`src/rtl/psp_rvfi_gen.sv`:
```
// RVFI retirement packet generator: holds each commit in a one-entry slot until its successor PC is known.
// Optional duplicate-commit detection is built when PSP_RVFI_DUP_CHECK_EN is defined.
module psp_rvfi_gen #(
  parameter int TIMEOUT = 64,
  parameter int XLEN    = 32
) (
  input  logic            clk,
  input  logic            reset,
  input  logic            commit_valid,
  input  logic [31:0]     commit_insn,
  input  logic [XLEN-1:0] commit_pc,
  input  logic [4:0]      commit_rs1_addr,
  input  logic [4:0]      commit_rs2_addr,
  input  logic [XLEN-1:0] commit_rs1_rdata,
  input  logic [XLEN-1:0] commit_rs2_rdata,
  input  logic [4:0]      commit_rd_addr,
  input  logic [XLEN-1:0] commit_rd_wdata,
  input  logic [XLEN-1:0] commit_mem_addr,
  input  logic [3:0]      commit_mem_rmask,
  input  logic [3:0]      commit_mem_wmask,
  input  logic [XLEN-1:0] commit_mem_rdata,
  input  logic [XLEN-1:0] commit_mem_wdata,
  input  logic            drain,
  output logic            rvfi_valid,
  output logic [63:0]     rvfi_order,
  output logic [31:0]     rvfi_insn,
  output logic [XLEN-1:0] rvfi_pc_rdata,
  output logic [XLEN-1:0] rvfi_pc_wdata,
  output logic [4:0]      rvfi_rs1_addr,
  output logic [4:0]      rvfi_rs2_addr,
  output logic [XLEN-1:0] rvfi_rs1_rdata,
  output logic [XLEN-1:0] rvfi_rs2_rdata,
  output logic [4:0]      rvfi_rd_addr,
  output logic [XLEN-1:0] rvfi_rd_wdata,
  output logic [XLEN-1:0] rvfi_mem_addr,
  output logic [3:0]      rvfi_mem_rmask,
  output logic [3:0]      rvfi_mem_wmask,
  output logic [XLEN-1:0] rvfi_mem_rdata,
  output logic [XLEN-1:0] rvfi_mem_wdata,
  output logic            slot_full,
  output logic            dup_err
);

  typedef enum logic {EMPTY, HELD} state_t;

  typedef struct packed {
    logic [31:0]     insn;
    logic [XLEN-1:0] pc;
    logic [4:0]      rs1_addr;
    logic [4:0]      rs2_addr;
    logic [XLEN-1:0] rs1_rdata;
    logic [XLEN-1:0] rs2_rdata;
    logic [4:0]      rd_addr;
    logic [XLEN-1:0] rd_wdata;
    logic [XLEN-1:0] mem_addr;
    logic [3:0]      mem_rmask;
    logic [3:0]      mem_wmask;
    logic [XLEN-1:0] mem_rdata;
    logic [XLEN-1:0] mem_wdata;
  } slot_t;

  state_t          state, state_next;
  slot_t           slot, commit_rec;
  logic [63:0]     pkt_count;
  logic [31:0]     idle_cnt;
  logic            emit, capture, timeout_hit;
  logic [XLEN-1:0] pc_next;

  // x0 writes are architecturally invisible, so the trace reports zero.
  assign commit_rec = '{
    insn:      commit_insn,
    pc:        commit_pc,
    rs1_addr:  commit_rs1_addr,
    rs2_addr:  commit_rs2_addr,
    rs1_rdata: commit_rs1_rdata,
    rs2_rdata: commit_rs2_rdata,
    rd_addr:   commit_rd_addr,
    rd_wdata:  (commit_rd_addr == 5'd0) ? '0 : commit_rd_wdata,
    mem_addr:  commit_mem_addr,
    mem_rmask: commit_mem_rmask,
    mem_wmask: commit_mem_wmask,
    mem_rdata: commit_mem_rdata,
    mem_wdata: commit_mem_wdata
  };

  // The idle cycle that brings the counter to TIMEOUT is the one that flushes.
  assign timeout_hit = (TIMEOUT != 0) && (idle_cnt == 32'(TIMEOUT - 1));
  assign slot_full   = (state == HELD);

  always_comb begin
    // NOTE: every output of this block gets a default first so no latch is inferred.
    state_next = state;
    emit       = 1'b0;
    capture    = 1'b0;
    pc_next    = '0;
    case (state)
      EMPTY: begin
        if (commit_valid) begin
          capture    = 1'b1;
          state_next = HELD;
        end
      end
      HELD: begin
        if (commit_valid) begin
          emit    = 1'b1;
          capture = 1'b1;
          pc_next = commit_pc;
        end else if (drain || timeout_hit) begin
          emit       = 1'b1;
          pc_next    = slot.pc + XLEN'(4);
          state_next = EMPTY;
        end
      end
      default: state_next = EMPTY;
    endcase
  end

  // NOTE: the slot payload has no reset; it is only observed while state is HELD.
  always_ff @(posedge clk) begin
    if (capture) slot <= commit_rec;
  end

  always_ff @(posedge clk) begin
    // NOTE: non-blocking assignments keep every register sampling pre-edge values.
    if (reset) begin
      state          <= EMPTY;
      idle_cnt       <= '0;
      pkt_count      <= '0;
      rvfi_valid     <= 1'b0;
      rvfi_order     <= '0;
      rvfi_insn      <= '0;
      rvfi_pc_rdata  <= '0;
      rvfi_pc_wdata  <= '0;
      rvfi_rs1_addr  <= '0;
      rvfi_rs2_addr  <= '0;
      rvfi_rs1_rdata <= '0;
      rvfi_rs2_rdata <= '0;
      rvfi_rd_addr   <= '0;
      rvfi_rd_wdata  <= '0;
      rvfi_mem_addr  <= '0;
      rvfi_mem_rmask <= '0;
      rvfi_mem_wmask <= '0;
      rvfi_mem_rdata <= '0;
      rvfi_mem_wdata <= '0;
    end else begin
      state      <= state_next;
      rvfi_valid <= emit;
      if (capture || state_next == EMPTY) idle_cnt <= '0;
      else if (TIMEOUT != 0)              idle_cnt <= idle_cnt + 32'd1;
      if (emit) begin
        rvfi_order     <= pkt_count;
        pkt_count      <= pkt_count + 64'd1;
        rvfi_insn      <= slot.insn;
        rvfi_pc_rdata  <= slot.pc;
        rvfi_pc_wdata  <= pc_next;
        rvfi_rs1_addr  <= slot.rs1_addr;
        rvfi_rs2_addr  <= slot.rs2_addr;
        rvfi_rs1_rdata <= slot.rs1_rdata;
        rvfi_rs2_rdata <= slot.rs2_rdata;
        rvfi_rd_addr   <= slot.rd_addr;
        rvfi_rd_wdata  <= slot.rd_wdata;
        rvfi_mem_addr  <= slot.mem_addr;
        rvfi_mem_rmask <= slot.mem_rmask;
        rvfi_mem_wmask <= slot.mem_wmask;
        rvfi_mem_rdata <= slot.mem_rdata;
        rvfi_mem_wdata <= slot.mem_wdata;
      end
    end
  end

`ifdef PSP_RVFI_DUP_CHECK_EN
  always_ff @(posedge clk) begin
    if (reset) dup_err <= 1'b0;
    else if (state == HELD && commit_valid &&
             commit_pc == slot.pc && commit_insn == slot.insn) dup_err <= 1'b1;
  end
`else
  assign dup_err = 1'b0;
`endif

endmodule

```
`config.mk`:
```
export PLATFORM = sky130hd
export DESIGN_NAME = psp_rvfi_gen
export DESIGN_NICKNAME = d
export VERILOG_FILES = /design/src/rtl/psp_rvfi_gen.sv
export SDC_FILE = /design/constraint.sdc
export NUM_CORES = 1
export LEC_CHECK = 0
export ABC_AREA = 1
export CAP_MARGIN = 0
export CORE_ASPECT_RATIO = 0.5
export CORE_MARGIN = 4
export CORE_UTILIZATION = 50
export DETAILED_ROUTE_END_ITERATION = 8
export PLACE_DENSITY = 0.87
export SYNTH_ARGS = -nofsm -noshare
export SYNTH_HDL_FRONTEND = slang
export SYNTH_SLANG_ARGS = --single-unit
```
`constraint.sdc`:
```
create_clock -name clk -period 2.3 [get_ports clk]
set_input_delay 0.345 -clock clk [delete_from_list [all_inputs] [get_ports clk]]
set_output_delay 0.345 -clock clk [all_outputs]
set_load 0.005 [all_outputs]
```
==> run metrics <==
highest metal used=met4; commonest non-fill, non-tap cell in the layout=nor2_1; Max-Cap Viols=0; Setup WS pre-CTS=between 0.1 and 0.15 ns; via count=between 20000 and 30000; CP Data Required Time=between 2 and 3 ns; post-layout instance area=between 0.03 and 0.04 sq mm; Post-Syn Nets=3682; Max Clock Freq=0.458 GHz; most frequent cells in the layout=nor2_1, clkdlybuf4s50_1, nand2_1; met2 WL=around 47 mm; Fin Setup TNS=0 ns; CP endpoint kind=flip-flop; final hold vios=0; WL final=97.4 mm; IO Count=661; Arr. time, crit path=approximately 2.7 ns; setup violators final=0; core area=between 0.05 and 0.06 sq mm; synthesized area per cell=around 8.6 sq um; Worst Setup Start Kind=flip-flop; CTS buffer count=67; Final Worst Setup Slack=0.119 ns; hold slack=~0.096 ns; Layout Nets=4335; Period Utilization, post-route=0.948; Row Count=just over 60; relative slew slack=0.411; Yosys cell types=30; skew final=~0.018 ns; Finished Layout Cells=roughly 4900; DRT iter0 DRCs=2504; first-pass GRT wire length=about 150 mm; first-pass detailed-route iteration total=6; status=finished clean; Vias/cell=approximately 5.4; CP Class=flip-flop to flip-flop; largest net degree at the start of global routing=131; Buffers on Ports=between 600 and 700; number of global-route vias before repair=around 26000; grt total ovfl=0; DR WL met3=~6.8 mm; clock latency on the worst-skew pair=around 0.6 ns; Static Leak=approximately 15 nW; synthesis-stage register bit count=~750; antenna violations before repair=6; DP HPWL=69.7 mm; Routed WL per cell=between 15 and 20 microns; total power per unit cell area=~770 mW/mm^2; die footprint=around 0.063 sq mm; post-route ant nets=0; Die Ht=about 180 microns; placed inst area=0.0369 sq mm; Starting Density=0.507; GRT Total Usage=0.301; placed cells=around 4700; clk buf depth=3; total power=between 30 and 40 mW; area of the mapped netlist=0.0292 sq mm; Syn-to-layout area delta=34.5%; Hold Path Class=input pin to flip-flop; Clock Tree Root=clkbuf_16; Post-Syn Instances=approximately 3400; width of the die=roughly 350 microns; Peak VDD IR=roughly 580 uV; ratio of cells with drive above 1 in the final layout=0.0514; RSZ-0062 raised after global routing=true; Reg clk slew, reported paths=about 0.07 ns; Syn. warnings=0; measured slew at the worst slew-check pin=0.883 ns; Num Clock Sinks=752; sequential element share of the synthesized area=0.612; gpl congestion=0.945; Max Slew Vio Count=0; H-tree levels=3; DRC=0; share of the core filled with cells=0.682; min Tclk post-route=roughly 2.2 ns; worst-path maximum fanout=35; Post-Route M1 WL=about 37 mm; CTS tree=yes
final timing paths:
check | from | endpoint | slack (ns) | cells past startpoint
hold / removal | commit_valid | slot_full | 0.1 | 3
setup reg to reg | idle_cnt[1] | rvfi_rd_wdata[29] | 0.12 | 12
setup / recovery | idle_cnt[1] | rvfi_rd_wdata[29] | 0.12 | 12
hold reg to reg | idle_cnt[31] | idle_cnt[31] | 0.46 | 2
layout make-up:
type / instances / area [sq um]
clock inverters: 33 / 388
flip-flops and latches: 752 / 17800
fillers: 4336 / 18300
inverters: 191 / 754
repair buffers: 751 / 7590
diodes: 9 / 22.5
multi-input cells: 2286 / 9790
clock buffers: 90 / 1880
well taps: 768 / 961
where the power goes:
| group | total [mW] | internal [mW] | switching (mW) |
|---|---|---|---|
| Combinational | 3.39 | 1.74 | 1.66 |
| Clock | 11.8 | 6.61 | 5.15 |
| Sequential | 15.2 | 14.7 | 0.490 |
cells in the mapped netlist:
library cell  number  share of area
a21oi_1           92          0.016
and3_1             1        0.00021
buf_1              6        0.00077
buf_2             21         0.0036
buf_4             24         0.0062
buf_6             14         0.0054
clkbuf_1         101          0.013
clkbuf_2           1        0.00017
clkinv_1           1        0.00013
clkinv_2           1        0.00017
conb_1             1        0.00013
dfxtp_1          473           0.32
edfxtp_1         279           0.29
ha_1               3         0.0013
inv_1            189          0.024
nand2_1          601          0.077
nand2_4            1        0.00039
nand3_1          123          0.021
nand3_2            1        0.00034
nand3b_1          17         0.0044
nand4_1           30         0.0064
nor2_1           979           0.13
nor2_4             1        0.00039
nor3_1            23         0.0039
nor3b_1            1        0.00026
nor4_1             1        0.00021
o21ai_0          362          0.062
or2_2              4        0.00086
xnor2_1           14         0.0042
xor2_1            31         0.0093
cell families (layout without fill, tap and decap cells):
family | Yosys count | in the layout | synth area share
fa+ha+maj | 3 | 3 | 0.00129
compound gates | 454 | 454 | 0.0779
buf+inv | 358 | 1065 | 0.0537
simple gates | 1783 | 1783 | 0.242
xor+xnor | 45 | 45 | 0.0135
flops | 752 | 752 | 0.612
other cells | 1 | 10 | 0.000129
timing repair:
item | in CTS | in global routing
endpoints found under the hold margin | 0 | 0
hold buffers | 0 | 0
setup endpoints to repair | 0 | 193
buffers inserted | 0 | 0
resized for setup | 0 | 32
registers in the layout, summed over array words and instances, names as in the netlist:
register        cells
rvfi_valid          1
rvfi_mem_addr      32
slot              279
rvfi_mem_wmask      4
idle_cnt           32
pkt_count          64
rvfi_mem_wdata     32
rvfi_rd_wdata      32
rvfi_rs1_addr       5
rvfi_mem_rmask      4
rvfi_insn          32
rvfi_rs2_rdata     32
rvfi_rd_addr        5
rvfi_order         64
rvfi_pc_wdata      32
slot_full           1
rvfi_rs1_rdata     32
rvfi_pc_rdata      32
rvfi_rs2_addr       5
rvfi_mem_rdata     32
worst max-delay path, stage by stage, from the launching register on:
cell,delay (ns)
dfxtp_1,0.35
ha_1,0.21
nand2_1,0.12
nor2_4,0.10
nand3_1,0.08
nor2_2,0.14
nand2_2,0.10
nand3_4,0.11
nand2_8,0.11
buf_12,0.20
buf_4,0.22
o21ai_0,0.23
nor2_1,0.08
layer usage:
metal	GRT usage	up-vias
met2	0.517	1143
met1	0.365	12400
met4	0.165	0
li1	-	12300
met3	0.0527	323
met5	0	-
Power figures use the tool's default switching activity.
